--- src/rtl/systolic_stream_bridge.sv ---
// systolic_stream_bridge
//   Byte-stream front end for a 4x4 8-bit systolic array. Operand bytes
//   (A then B, row-major, [0][0] first) are collected from a valid/ready
//   stream and presented in parallel with a one-cycle start pulse. The
//   bridge then waits for the array's result pulse and returns the
//   captured 4x4 result as a row-major valid/ready byte stream.
//
// Ports
//   i_clk, i_arst          clock, asynchronous active-high reset
//   i_inData/i_inValid     operand byte stream in
//   o_inReady              operand byte can be accepted (LOAD only)
//   o_a, o_b               operand matrices to the array, [row][col]
//   o_validInput           one-cycle start pulse to the array
//   i_c, i_validResult     result matrix and its valid pulse from the array
//   o_outData/o_outValid   result byte stream out
//   i_outReady             sink accepts a result byte
//   o_busy                 high in every state except LOAD
//   o_error                sticky timeout flag, cleared only by reset
module systolic_stream_bridge #(
   parameter int TIMEOUT_CYCLES = 31
) (
   input  logic                 i_clk,
   input  logic                 i_arst,
   input  logic [7:0]           i_inData,
   input  logic                 i_inValid,
   output logic                 o_inReady,
   output logic [3:0][3:0][7:0] o_a,
   output logic [3:0][3:0][7:0] o_b,
   output logic                 o_validInput,
   input  logic [3:0][3:0][7:0] i_c,
   input  logic                 i_validResult,
   output logic [7:0]           o_outData,
   output logic                 o_outValid,
   input  logic                 i_outReady,
   output logic                 o_busy,
   output logic                 o_error
);
   localparam logic [1:0] S_LOAD   = 2'd0;
   localparam logic [1:0] S_START  = 2'd1;
   localparam logic [1:0] S_WAIT   = 2'd2;
   localparam logic [1:0] S_UNLOAD = 2'd3;

   localparam int            TW       = $clog2(TIMEOUT_CYCLES + 1);
   localparam logic [TW-1:0] TMO_LAST = TW'(TIMEOUT_CYCLES);

   logic [1:0]           state_q, state_d;
   logic [4:0]           k_q, k_d;
   logic [3:0]           j_q, j_d;
   logic [TW-1:0]        tmo_q, tmo_d;
   logic [3:0][3:0][7:0] a_q, a_d;
   logic [3:0][3:0][7:0] b_q, b_d;
   logic [3:0][3:0][7:0] res_q, res_d;
   logic                 error_q, error_d;
   logic                 in_fire, out_fire;

   assign o_inReady    = (state_q == S_LOAD);
   assign o_validInput = (state_q == S_START);
   assign o_outValid   = (state_q == S_UNLOAD);
   assign o_busy       = (state_q != S_LOAD);
   assign o_error      = error_q;
   assign o_a          = a_q;
   assign o_b          = b_q;
   // Selected straight from the held result, so it cannot move while
   // the sink stalls.
   assign o_outData    = res_q[j_q[3:2]][j_q[1:0]];

   assign in_fire  = i_inValid && o_inReady;
   assign out_fire = o_outValid && i_outReady;

   always_comb begin
      state_d = state_q;
      k_d     = k_q;
      j_d     = j_q;
      tmo_d   = tmo_q;
      a_d     = a_q;
      b_d     = b_q;
      res_d   = res_q;
      error_d = error_q;
      unique case (state_q)
         S_LOAD: begin
            if (in_fire) begin
               // k[4] selects B; k[3:2] is the row, k[1:0] the column.
               if (!k_q[4]) a_d[k_q[3:2]][k_q[1:0]] = i_inData;
               else         b_d[k_q[3:2]][k_q[1:0]] = i_inData;
               k_d = k_q + 5'd1;   // wraps to 0 after the 32nd byte
               if (k_q == 5'd31) state_d = S_START;
            end
         end
         S_START: begin
            tmo_d   = '0;
            state_d = S_WAIT;
         end
         S_WAIT: begin
            // A result on the last allowed cycle still wins over the abort.
            if (i_validResult) begin
               res_d   = i_c;
               j_d     = 4'd0;
               state_d = S_UNLOAD;
            end else if (tmo_q == TMO_LAST) begin
               error_d = 1'b1;
               state_d = S_LOAD;
            end else begin
               tmo_d = tmo_q + 1'b1;
            end
         end
         S_UNLOAD: begin
            if (out_fire) begin
               j_d = j_q + 4'd1;
               if (j_q == 4'd15) state_d = S_LOAD;
            end
         end
         default: state_d = S_LOAD;
      endcase
   end

   always_ff @(posedge i_clk or posedge i_arst) begin
      if (i_arst) begin
         state_q <= S_LOAD;
         k_q     <= '0;
         j_q     <= '0;
         tmo_q   <= '0;
         a_q     <= '0;
         b_q     <= '0;
         res_q   <= '0;
         error_q <= 1'b0;
      end else begin
         state_q <= state_d;
         k_q     <= k_d;
         j_q     <= j_d;
         tmo_q   <= tmo_d;
         a_q     <= a_d;
         b_q     <= b_d;
         res_q   <= res_d;
         error_q <= error_d;
      end
   end
endmodule

--- config.mk ---
export PLATFORM = sky130hd
export DESIGN_NAME = systolic_stream_bridge
export DESIGN_NICKNAME = d
export VERILOG_FILES = /design/src/rtl/systolic_stream_bridge.sv
export SDC_FILE = /design/constraint.sdc
export NUM_CORES = 1
export LEC_CHECK = 0
export CAP_MARGIN = 20
export CORE_ASPECT_RATIO = 0.7
export CORE_MARGIN = 2
export CORE_UTILIZATION = 53
export CTS_CLUSTER_DIAMETER = 150
export DETAILED_ROUTE_END_ITERATION = 10
export GPL_TIMING_DRIVEN = 1
export HOLD_SLACK_MARGIN = 0.08
export PLACE_DENSITY_LB_ADDON = 0.1
export RECOVER_POWER = 100
export SYNTH_ARGS = -nofsm -noshare
export SYNTH_HDL_FRONTEND = slang
export SYNTH_SLANG_ARGS = --single-unit
export TNS_END_PERCENT = 5
--- constraint.sdc ---
create_clock -name i_clk -period 35.5 [get_ports i_clk]
set_input_delay 3.55 -clock i_clk [delete_from_list [all_inputs] [get_ports i_clk]]
set_output_delay 3.55 -clock i_clk [all_outputs]
set_load 0.01 [all_outputs]
==> flow_summary.ini, run 1 <==
[synth]
synth_area_mm2 = 0.0165
synth-seq-cells = 401
synth-edff-count = 0
synth_nets = 1190
ys_seq_area_share_pct = 61.0
avgSynthCellArea_um2 = 15.9
syn-instance-count = 1037
yosysUniqueCellTypes = 40
synth_flop_cell = dfrtp_1
async_flop_share_pct = 100
ys.warnings.count = 0

[floorplanning]
pin_count = 410
rows = 53
die_h_um = 151
core_mm2 = 0.0303
initial_utilization_pct = 54.3
die_width_um = 215
die_area_mm2 = 0.0325

[power_and_ir_drop]
clkPwrFrac_pct = 26.6
ir_drop_v = 0.0000438
power.density_mw_per_mm2 = 72.0
internal_power_w = 0.00113
swShare_pct = 28.9
seqPwrFrac_pct = 42.8
pwr-share-comb_pct = 30.6
p_switching_w = 0.000458
leakagePower_nw = 10.7

[clock_tree]
clk_latency_ns = 0.52
cts_resized = 0
cts-buffers-inserted = 38
clk_pin_slew_ns = 0.06
cts_tree = done
cts-root-buf = clkbuf_16
cts_max_path_buffers = 3
postCtsSetupBuffers = 0
htree_levels = 2
ctsHoldBuffers = 0
clock_sinks = 401

[sta]
tns_ns = 0
hold_violations = 0
finClkSkew_ns = 0.0128
rsz0062_at_grt = no
period_share_pct = 48.0
tightestPinTransition_ns = 9.44
fmax_mhz = 58.7
whs_ns = 0.489
relSlewSlack_pct = -529
setup_viol = 0
min_period_ns = 17.04
worst_slack_ns = 18.46
drv_slew = 565

[layout]
drive_above_1_share_pct = 33.2
final_cell_area_mm2 = 0.0221
final_common_cell = dfrtp_1
final_cell_mix = dfrtp_1, mux2_2, dlygate4sd3_1
num-fill-cells = 2057
synthToLayoutAreaGrowth_pct = 34.1
finish.utilization_pct = 72.8
num-nets-final = 1596

[routing]
vias_per_cell = 5.55
avgRoutedWirePerCell_um = 23.6
drc = 0
drt_iter0_markers = 729
num_vias = 10500
ant_nets = 0
dr.pass1.iters = 5
drt-total-wl_um = 44500

[placed_design]
dp_hpwl_um = 30500
place_ws_ns = 29.14
port_buffers = 409
placed_area_mm2 = 0.0209
gp_congestion = 0.810

[setup_path]
cp.required_ns = 33.00
crit_path_cell_trace = dlygate4sd3_1 -> clkinvlp_2 -> clkbuf_1
slowest_delay_ns = 6.82
critPathKind = in -> async
critPathMaxFanout = 186
cp-start-kind = input port
crit_path_end_kind = asynchronous set/reset pin
slowest_stage = clkbuf_1
cp.arrival_ns = 14.54

[min_path]
min_path_type = reg -> reg

[global_routing]
grt_pass1_wl_um = 67800
grt_max_degree = 187
grt_usage_pct = 27.8
grt_pass1_vias = 11100
grt-ovfl-total = 0
antenna_found_initial = 1

[outcome]
outcome = complete, but fails checks
violations = capacitance limit, slew limit

[flow_run]
cap_violations = 7
-- area by class of cell --
| class | count | area [µm²] | share of cell area [%] |
|---|---|---|---|
| inverters | 13 | 50.0 | 0.227 |
| clock buffers | 56 | 1130 | 5.12 |
| clock inverters | 13 | 171 | 0.777 |
| multi-input cells | 566 | 5980 | 27.1 |
| repair buffers | 423 | 4180 | 18.9 |
| flip-flops and latches | 401 | 10000 | 45.5 |
| diodes | 1 | 2.50 | 0.0113 |
| well taps | 412 | 515 | 2.34 |
-- power groups by stage --
stage	clock [W]	sequential (W)	combinational, W
6_report	0.000422	0.000680	0.000485
5_1_grt	0.000452	0.000697	0.000521
4_1_cts	0.000431	0.000682	0.000515
3_5_place_dp	0	0.000689	0.000511
3_3_place_gp	0	0.000682	0.000498
2_1_floorplan	0	0.000691	0.000263
-- critical path, delay by kind of cell --
kind                   cells  cell delay (ns)
buffers and inverters      3            10.67
-- flip-flops by register name (all words and copies together), names as in the netlist --
signal,cells
j_q,4
k_q,5
o_a,128
o_b,128
o_error,1
res_q,128
state_q,2
tmo_q,5
-- stage by stage --
step | std cells | power [W]
after global routing | 1885 | 0.00167
after floorplan | 1037 | 0.000954
after CTS | 1883 | 0.00163
after detailed placement | 1814 | 0.00120
after global placement | 1814 | 0.00118
final | 1885 | 0.00159
-- final timing paths --
path,slack (ns),startpoint,cells after the start,end
worst max register to register,29.32,state_q[0],5,res_q[18]
worst min-delay path,0.49,o_error,1,o_error
worst min register to register,0.49,o_error,1,o_error
min in group asynchronous,5.34,i_arst,2,res_q[49]
worst max-delay path,18.46,i_arst,3,j_q[3]
max in group i_clk,26.46,i_validResult,4,res_q[18]
-- logic make-up (layout without fill, tap and decap cells) --
group	after synthesis	in the layout	share of synthesized area [%]
muxes	420	420	30.9
buffers and inverters	70	505	1.98
and+or+nand+nor	89	89	3.28
xor gates and xnor gates	3	3	0.160
AOI/OAI and AO/OA	42	42	1.78
other	0	1	0
adders and majority gates	12	12	0.912
DFF	401	401	61.0
-- synthesized netlist by cell type (2+ instances only) --
library cell	number	area share [%]
dfrtp_1	401	61
mux2_2	386	26
mux4_2	32	4.4
clkbuf_1	31	0.71
nand2_1	18	0.41
nor2_2	18	0.68
a22oi_1	16	0.73
buf_2	15	0.46
inv_1	13	0.30
ha_1	12	0.91
nor2_1	10	0.23
nand3_1	9	0.27
nor3_2	9	0.55
o21ai_0	9	0.27
buf_4	6	0.27
nand4_1	6	0.23
a31oi_1	4	0.15
a21oi_1	3	0.091
buf_6	3	0.21
nand2b_1	3	0.11
o2bb2ai_1	3	0.16
or3_1	3	0.11
xnor2_1	3	0.16
a22o_1	2	0.11
and3_1	2	0.076
and4_1	2	0.11
buf_1	2	0.046
mux2i_1	2	0.12
nor2b_1	2	0.076
nor3_1	2	0.061
-- metal layers --
| metal | global-route usage [%] | vias to the layer above | share of wire (%) |
|---|---|---|---|
| met1 | 38.0 | 5496 | 43 |
| met4 | 9.72 | 0 | 3.0 |
| li1 | - | 4578 | - |
| met5 | 0 | - | 0 |
| met3 | 8.65 | 74 | 7.6 |
| met2 | 42.6 | 313 | 46 |
Power figures use the tool's default switching activity.
==> run 2: changes to the inputs <==
- CORE_UTILIZATION: 53 -> 50
- clock period: 35.5 -> 16.9 ns (I/O delays scaled with it)
==> flow_summary.ini, run 2 (synthesized netlist as in run 1, its figures left out) <==
[outcome]
outcome = complete, but fails checks
violations = capacitance limit, slew limit

[layout]
regArea_mm2 = 0.0100
multiInputGateArea_mm2 = 0.00598
synthToLayoutAreaGrowth_pct = 34.3
drive_above_1_share_pct = 33.4
final_common_cell = dfrtp_1
num-fill-cells = 2341
num-nets-final = 1597
final_cell_mix = dfrtp_1, mux2_2, dlygate4sd3_1
diodes = 0
layout.cells.non_filler = 1899

[clock_tree]
clk_latency_ns = 0.53
cts_resized = 0
ctsHoldBuffers = 0
cts_max_path_buffers = 3
clock_sinks = 401
postCtsSetupBuffers = 0
htree_levels = 2
cts_tree = done
cts-root-buf = clkbuf_16
cts-buffers-inserted = 39
clk_pin_slew_ns = 0.06

[flow_run]
cap_violations = 9

[global_routing]
grt_usage_pct = 26.2
grt_pass1_wl_um = 68200
grt_pass1_vias = 11000
antenna_found_initial = 1
grt_max_degree = 120
grt-ovfl-total = 0

[sta]
relSlewSlack_pct = -244
hold_violations = 0
tightestPinTransition_ns = 5.13
period_share_pct = 50.2
finClkSkew_ns = 0.0228
setup_viol = 0
drv_slew = 509
worst_slack_ns = 8.41
rsz0062_at_grt = no
fmax_mhz = 118
min_period_ns = 8.49
tns_ns = 0

[placed_design]
port_buffers = 409
place_ws_ns = 12.22
gp_congestion = 0.813
post-place-cells = 1830
dp_hpwl_um = 30700

[setup_path]
slowest_stage = clkbuf_1
cp-start-kind = input port
crit_path_end_kind = asynchronous set/reset pin
critPathKind = in -> async
slowest_delay_ns = 2.97
crit_path_cell_trace = dlygate4sd3_1 -> clkinvlp_2 -> clkbuf_1
cp.arrival_ns = 8.19
critPathMaxFanout = 119
cp.required_ns = 16.61

[floorplanning]
rows = 55
initial_utilization_pct = 50.9
die_width_um = 221
core_mm2 = 0.0323
pin_count = 410
die_h_um = 156
die_area_mm2 = 0.0344

[routing]
drt-total-wl_um = 44900
ant_nets = 0
avgRoutedWirePerCell_um = 23.6
num_vias = 10400
drc = 0
dr.pass1.iters = 4
drt_iter0_markers = 705
vias_per_cell = 5.49

[power_and_ir_drop]
leakagePower_nw = 10.7
power.density_mw_per_mm2 = 152
ir_drop_v = 0.000103
finalPower_w = 0.00335

[min_path]
min_path_type = reg -> reg
run 2: routing by layer:
| metal | GRT usage [%] | vias up | wire [µm] |
|---|---|---|---|
| li1 | - | 4570 | - |
| met1 | 36.0 | 5479 | 19600 |
| met2 | 40.5 | 305 | 20600 |
| met3 | 8.29 | 68 | 3450 |
| met4 | 7.38 | 2 | 1130 |
| met5 | 0 | - | 13 |
run 2: path summary, 6_finish.rpt:
check	start	cells past startpoint	endpoint	slack [ns]
max reg2reg	state_q[0]	5	res_q[91]	10.68
min reg2reg	o_error	1	o_error	0.47
min in group asynchronous	i_arst	2	res_q[125]	3.21
max in group i_clk	i_validResult	4	res_q[91]	9.71
max	i_arst	3	o_a[29]	8.41
min	o_error	1	o_error	0.47
run 2: report_power, final:
group          switching (W)  total (W)  internal [W]
registers           0.000170    0.00143       0.00126
logic               0.000431    0.00102      0.000588
clock network       0.000366   0.000908      0.000541
total               0.000967    0.00335       0.00239
run 2: area by class of cell:
cell class	instances	share of cell area, %
Tap cell	427	2.42
Inverter	13	0.226
Clock buffer	54	5.08
Sequential cell	401	45.4
Multi-Input combinational cell	566	27.0
Timing Repair Buffer	423	18.9
Clock inverter	15	0.957
run 2: per-stage QoR:
step	hold WS, ns	util (%)	cell area (µm²)
floorplan	0.474	-	16500
global placement	0.441	64.7	20900
detailed placement	0.457	64.7	20900
CTS	0.474	68.8	22300
global route	0.483	68.3	22100
finish	0.469	68.3	22100
run 2: worst max-delay path, delay by kind of cell:
kind	cells	cell delay (ns)
buffers and inverters	3	6.36
==> run 3: changes to the inputs <==
- CORE_UTILIZATION: 50 -> 45
- clock period: 16.9 -> 7.1 ns (I/O delays scaled with it)
==> flow_summary.ini, run 3 (synthesized netlist as in run 1, its figures left out) <==
[routing]
vias_per_cell = 5.28
avgRoutedWirePerCell_um = 23.3
num_vias = 10300
drt_iter0_markers = 540
dr.pass1.iters = 5
drt-total-wl_um = 45700
ant_nets = 0
drc = 0

[sta]
period_share_pct = 72.9
min_period_ns = 5.18
fmax_mhz = 193
rsz0062_at_grt = no
finClkSkew_ns = 0.0110
drv_slew = 201
hold_violations = 0
tns_ns = 0
tightestPinTransition_ns = 2.62
setup_viol = 0
whs_ns = 0.452
relSlewSlack_pct = -75.2

[setup_path]
critPathMaxFanout = 26
crit_path_end_kind = output port
cp.required_ns = 6.39
cp.arrival_ns = 4.47
critPathKind = reg -> out
crit_start = j_q[3]
cp-start-kind = register
rr_startpoint = state_q[0]

[clock_tree]
clk_pin_slew_ns = 0.06
cts-buffers-inserted = 41
clk_latency_ns = 0.54
cts_max_path_buffers = 3
cts-root-buf = clkbuf_16
cts_tree = done
htree_levels = 2
clock_sinks = 401
cts_resized = 0
postCtsSetupBuffers = 0
ctsHoldBuffers = 0

[power_and_ir_drop]
power.density_mw_per_mm2 = 360
leakagePower_nw = 10.8
ir_drop_v = 0.000190

[outcome]
outcome = complete, but fails checks
violations = capacitance limit, slew limit

[global_routing]
grt_max_degree = 173
grt-ovfl-total = 0
grt_usage_pct = 24.3
grt_pass1_wl_um = 69200
antenna_found_initial = 0
grt_pass1_vias = 11000

[floorplanning]
die_h_um = 164
initial_utilization_pct = 45.7
pin_count = 410
die_area_mm2 = 0.0381
die_width_um = 233
core_mm2 = 0.0360
rows = 58

[min_path]
min_from = o_error
min_path_type = reg -> reg

[placed_design]
port_buffers = 409
dp_hpwl_um = 31100
gp_congestion = 0.811

[flow_run]
cap_violations = 5

[layout]
num-fill-cells = 2851
num-nets-final = 1599
final_cell_mix = dfrtp_1, mux2_2, dlygate4sd3_1
final_common_cell = dfrtp_1
multiInputGateArea_mm2 = 0.00599
drive_above_1_share_pct = 33.8
synthToLayoutAreaGrowth_pct = 35.3
regArea_mm2 = 0.0100
run 3: cell count changes in the layout (fill, tap and decap cells not counted), sizes merged:
cell           before  now
buf                10   11
clkbuf             59   69
clkinv              6    7
bufinv              5    1
clkinvlp            4    2
diode               0    1
dlygate4sd3       271  268
clkdlybuf4s50     137  141
run 3: area by class of cell:
cell class / instances / area share [%]
Antenna cell: 1 / 0.0112
Clock buffer: 66 / 5.85
Clock inverter: 10 / 0.365
Inverter: 13 / 0.225
Multi-Input combinational cell: 566 / 26.9
Sequential cell: 401 / 45.1
Tap cell: 480 / 2.70
Timing Repair Buffer: 423 / 18.9
run 3: metal layers:
layer,routed length (µm),global-route usage (%),up-vias
li1,-,-,4581
met1,20800,34.4,5442
met2,20900,36.9,252
met3,3050,6.77,64
met4,990,6.31,0
met5,0,0,-
run 3: stage by stage:
step | instance area, µm² | cells | power, W | worst slack (ns) | util, %
finish | 22300 | 1960 | 0.00802 | 1.92 | 61.9
global route | 22300 | 1959 | 0.00845 | 1.62 | 61.9
CTS | 22400 | 1959 | 0.00825 | 3.08 | 62.2
detailed placement | 21000 | 1883 | 0.00602 | 3.69 | 58.4
global placement | 21000 | 1883 | 0.00596 | 3.72 | 58.4
floorplan | 16500 | 1037 | 0.00477 | 0.990 | -
run 3: path summary, 6_finish.rpt:
check,endpoint,slack (ns),cells after the start
setup / recovery,o_outData[2],1.92,5
hold / removal,o_error,0.45,1
setup reg to reg,res_q[67],2.28,5
hold reg to reg,o_error,0.45,1
max in group asynchronous,res_q[79],4.09,3
min in group asynchronous,res_q[27],0.93,2
run 3: power by group:
part | switching (W) | leakage [nW] | internal, W
combinational | 0.00105 | 4.84 | 0.00139
sequential | 0.000389 | 5.24 | 0.00299
clock | 0.000901 | 0.687 | 0.00129
total | 0.00234 | 10.8 | 0.00568
run 3: worst max-delay path, stage by stage, from the launching register on:
cell and delay [ns]:
dfrtp_1 0.68, clkbuf_1 1.29, mux4_2 0.64, a22oi_1 0.56, nand2_1 0.12, dlygate4sd3_1 0.63
==> RTL edit: new RTL, flow settings as in run 2 <==
Register the output `o_error` once more, cleared by the reset; this adds one clock of latency there. The other outputs are not delayed to match.
--- a/src/rtl/systolic_stream_bridge.sv
+++ b/src/rtl/systolic_stream_bridge.sv
@@ -57,7 +57,13 @@
    assign o_validInput = (state_q == S_START);
    assign o_outValid   = (state_q == S_UNLOAD);
    assign o_busy       = (state_q != S_LOAD);
-   assign o_error      = error_q;
+   always_ff @(posedge i_clk or posedge i_arst) begin
+      if (i_arst) begin
+         o_error <= '0;
+      end else begin
+         o_error <= error_q;
+      end
+   end
    assign o_a          = a_q;
    assign o_b          = b_q;
    // Selected straight from the held result, so it cannot move while
Function: same outputs for any inputs over 4 cycles, from zero or initial values and one cycle with i_arst high; that may be too few to reach the edited logic, so the function may still have changed.
==> RTL edit against run 2 <==
- the flow still finishes with violations (capacitance limit, slew limit)
- power down 2.1%
- sequential cell count up 1
- cell area up 0.15%
- fmax down 1.2%
- critical path depth unchanged
- worst hold slack worse by 0.083 ns
- non-clock buffer count down 2
- area after synthesis about the same
- first-iteration DRC count up 9.1%
- worst setup slack worse by 0.11 ns
- routed wire length down 2.0%
- largest cell class unchanged
==> RTL edit: results (changes against run 2) <==
outcome:
  status: "finished with violations"
  violations: "capacitance limit, slew limit"
synth:
  synth-seq-area-share_pct: 61.1  # +0.14 points
  synth_xor_area_share_pct: 0.160  # about the same
  synthArstFlopShare_pct: 100  # unchanged
  synth_common_cells: "dfrtp_1 (402), mux2_2 (386), clkbuf_1 (36)"
  synth_fa_ha_area_share_pct: 0.912  # about the same
  synth.mux.area_fraction_pct: 31.0  # +0.054 points
  synth_area_leaders: "dfrtp_1 (61%), mux2_2 (26%), mux4_2 (4.4%), ha_1 (0.91%), clkbuf_1 (0.82%)"
  syn_nets: 1199  # +0.76%
  synth_compound_area_share_pct: 1.86  # +0.083 points
grt:
  gr-usage-met3_pct: 7.61  # -0.68 points
  grtUsageMet1_pct: 36.7  # +0.70 points
  grt_max_degree: 169  # +41%
  grt_use_total_pct: 25.7  # -0.49 points
  grtUsageMet2_pct: 38.6  # -2.0 points
timing:
  worst_slew_pin_slew_ns: 6.41  # +1.28 ns
  max_freq_mhz: 116  # -1.2%
  drv_slew: 294  # -42%
drt:
  met1Wirelength_um: 19600  # +0.12%
  drtIter0Drc: 769  # +9.1%
  route.met3.wl_um: 3330  # -3.5%
  vias_per_cell: 5.47  # -0.36%
  vias: 10400  # -0.048%
  wl_um: 44000  # -2.0%
worst_setup_path:
  cp-startpoint: "i_arst"
  crit_path_max_incr_delay_ns: 4.50  # +1.53 ns
  reg2reg_slack_ns: 10.80  # +0.12 ns
  rr_endpoint: "res_q[60]$_DFFE_PP0N_"
  critical_path.endpoint: "o_b[103]$_DFFE_PP0P_"
  reg2reg_from: "state_q[0]$_DFFE_PP0P_"
cts:
  numCtsBuffers: 40  # +2.6%
final_layout:
  fillers: 2379  # +1.6%
  drive_gt1_share_pct: 33.2  # -0.16 points
placed_design:
  gp_congestion: 0.790  # -2.9%
  dp_cells: 1832  # +0.11%
  dp_hpwl_um: 30100  # -1.9%
power_and_ir_drop:
  leakagePower_nw: 10.7  # about the same
  max-vdd-ir-drop_mv: 0.0784  # -24%
worst_hold_path:
  hold_depth: 0  # -1
job:
  max_cap_viol_count: 4  # -5
## RTL edit: final cells by class
class / instances / area [sq um] / area share [%]
Antenna cell: 2 / 5.00 / 0.0226
Clock buffer: 59 / 1180 / 5.35
Clock inverter: 10 / 108 / 0.486
Inverter: 12 / 46.3 / 0.209
Multi-Input combinational cell: 572 / 6010 / 27.2
Sequential cell: 402 / 10100 / 45.4
Tap cell: 427 / 534 / 2.41
Timing Repair Buffer: 421 / 4190 / 18.9
## RTL edit: worst min-delay path by stage
stage	to	slack, ns	startpoint
2_1_floorplan	o_error$_DFF_PP0_	0.36	error_q$_DFFE_PP0P_
3_3_place_gp	o_error$_DFF_PP0_	0.36	error_q$_DFFE_PP0P_
3_5_place_dp	o_error$_DFF_PP0_	0.38	error_q$_DFFE_PP0P_
4_1_cts	o_error$_DFF_PP0_	0.39	error_q$_DFFE_PP0P_
5_1_grt	o_error$_DFF_PP0_	0.42	error_q$_DFFE_PP0P_
6_report	o_error$_DFF_PP0_	0.39	error_q$_DFFE_PP0P_
## RTL edit: stage by stage
stage	area (sq um)	total power, mW
3_5_place_dp	20900	2.47
6_report	22100	3.28
4_1_cts	22200	3.36
3_3_place_gp	20900	2.44
2_1_floorplan	16500	2.00
5_1_grt	22100	3.46
## RTL edit: power by group
part           switching (mW)  internal (mW)
clock network           0.364          0.515
logic                   0.426          0.584
registers               0.157           1.24
## RTL edit: cell families after synthesis
group                    count (synthesis)
multiplexers                           421
XOR/XNOR                                 3
buffers and inverters                   72
AO/OA/AOI/OAI                           44
flip-flops                             402
AND/OR/NAND/NOR                         92
adder cells (fa/ha/maj)                 12
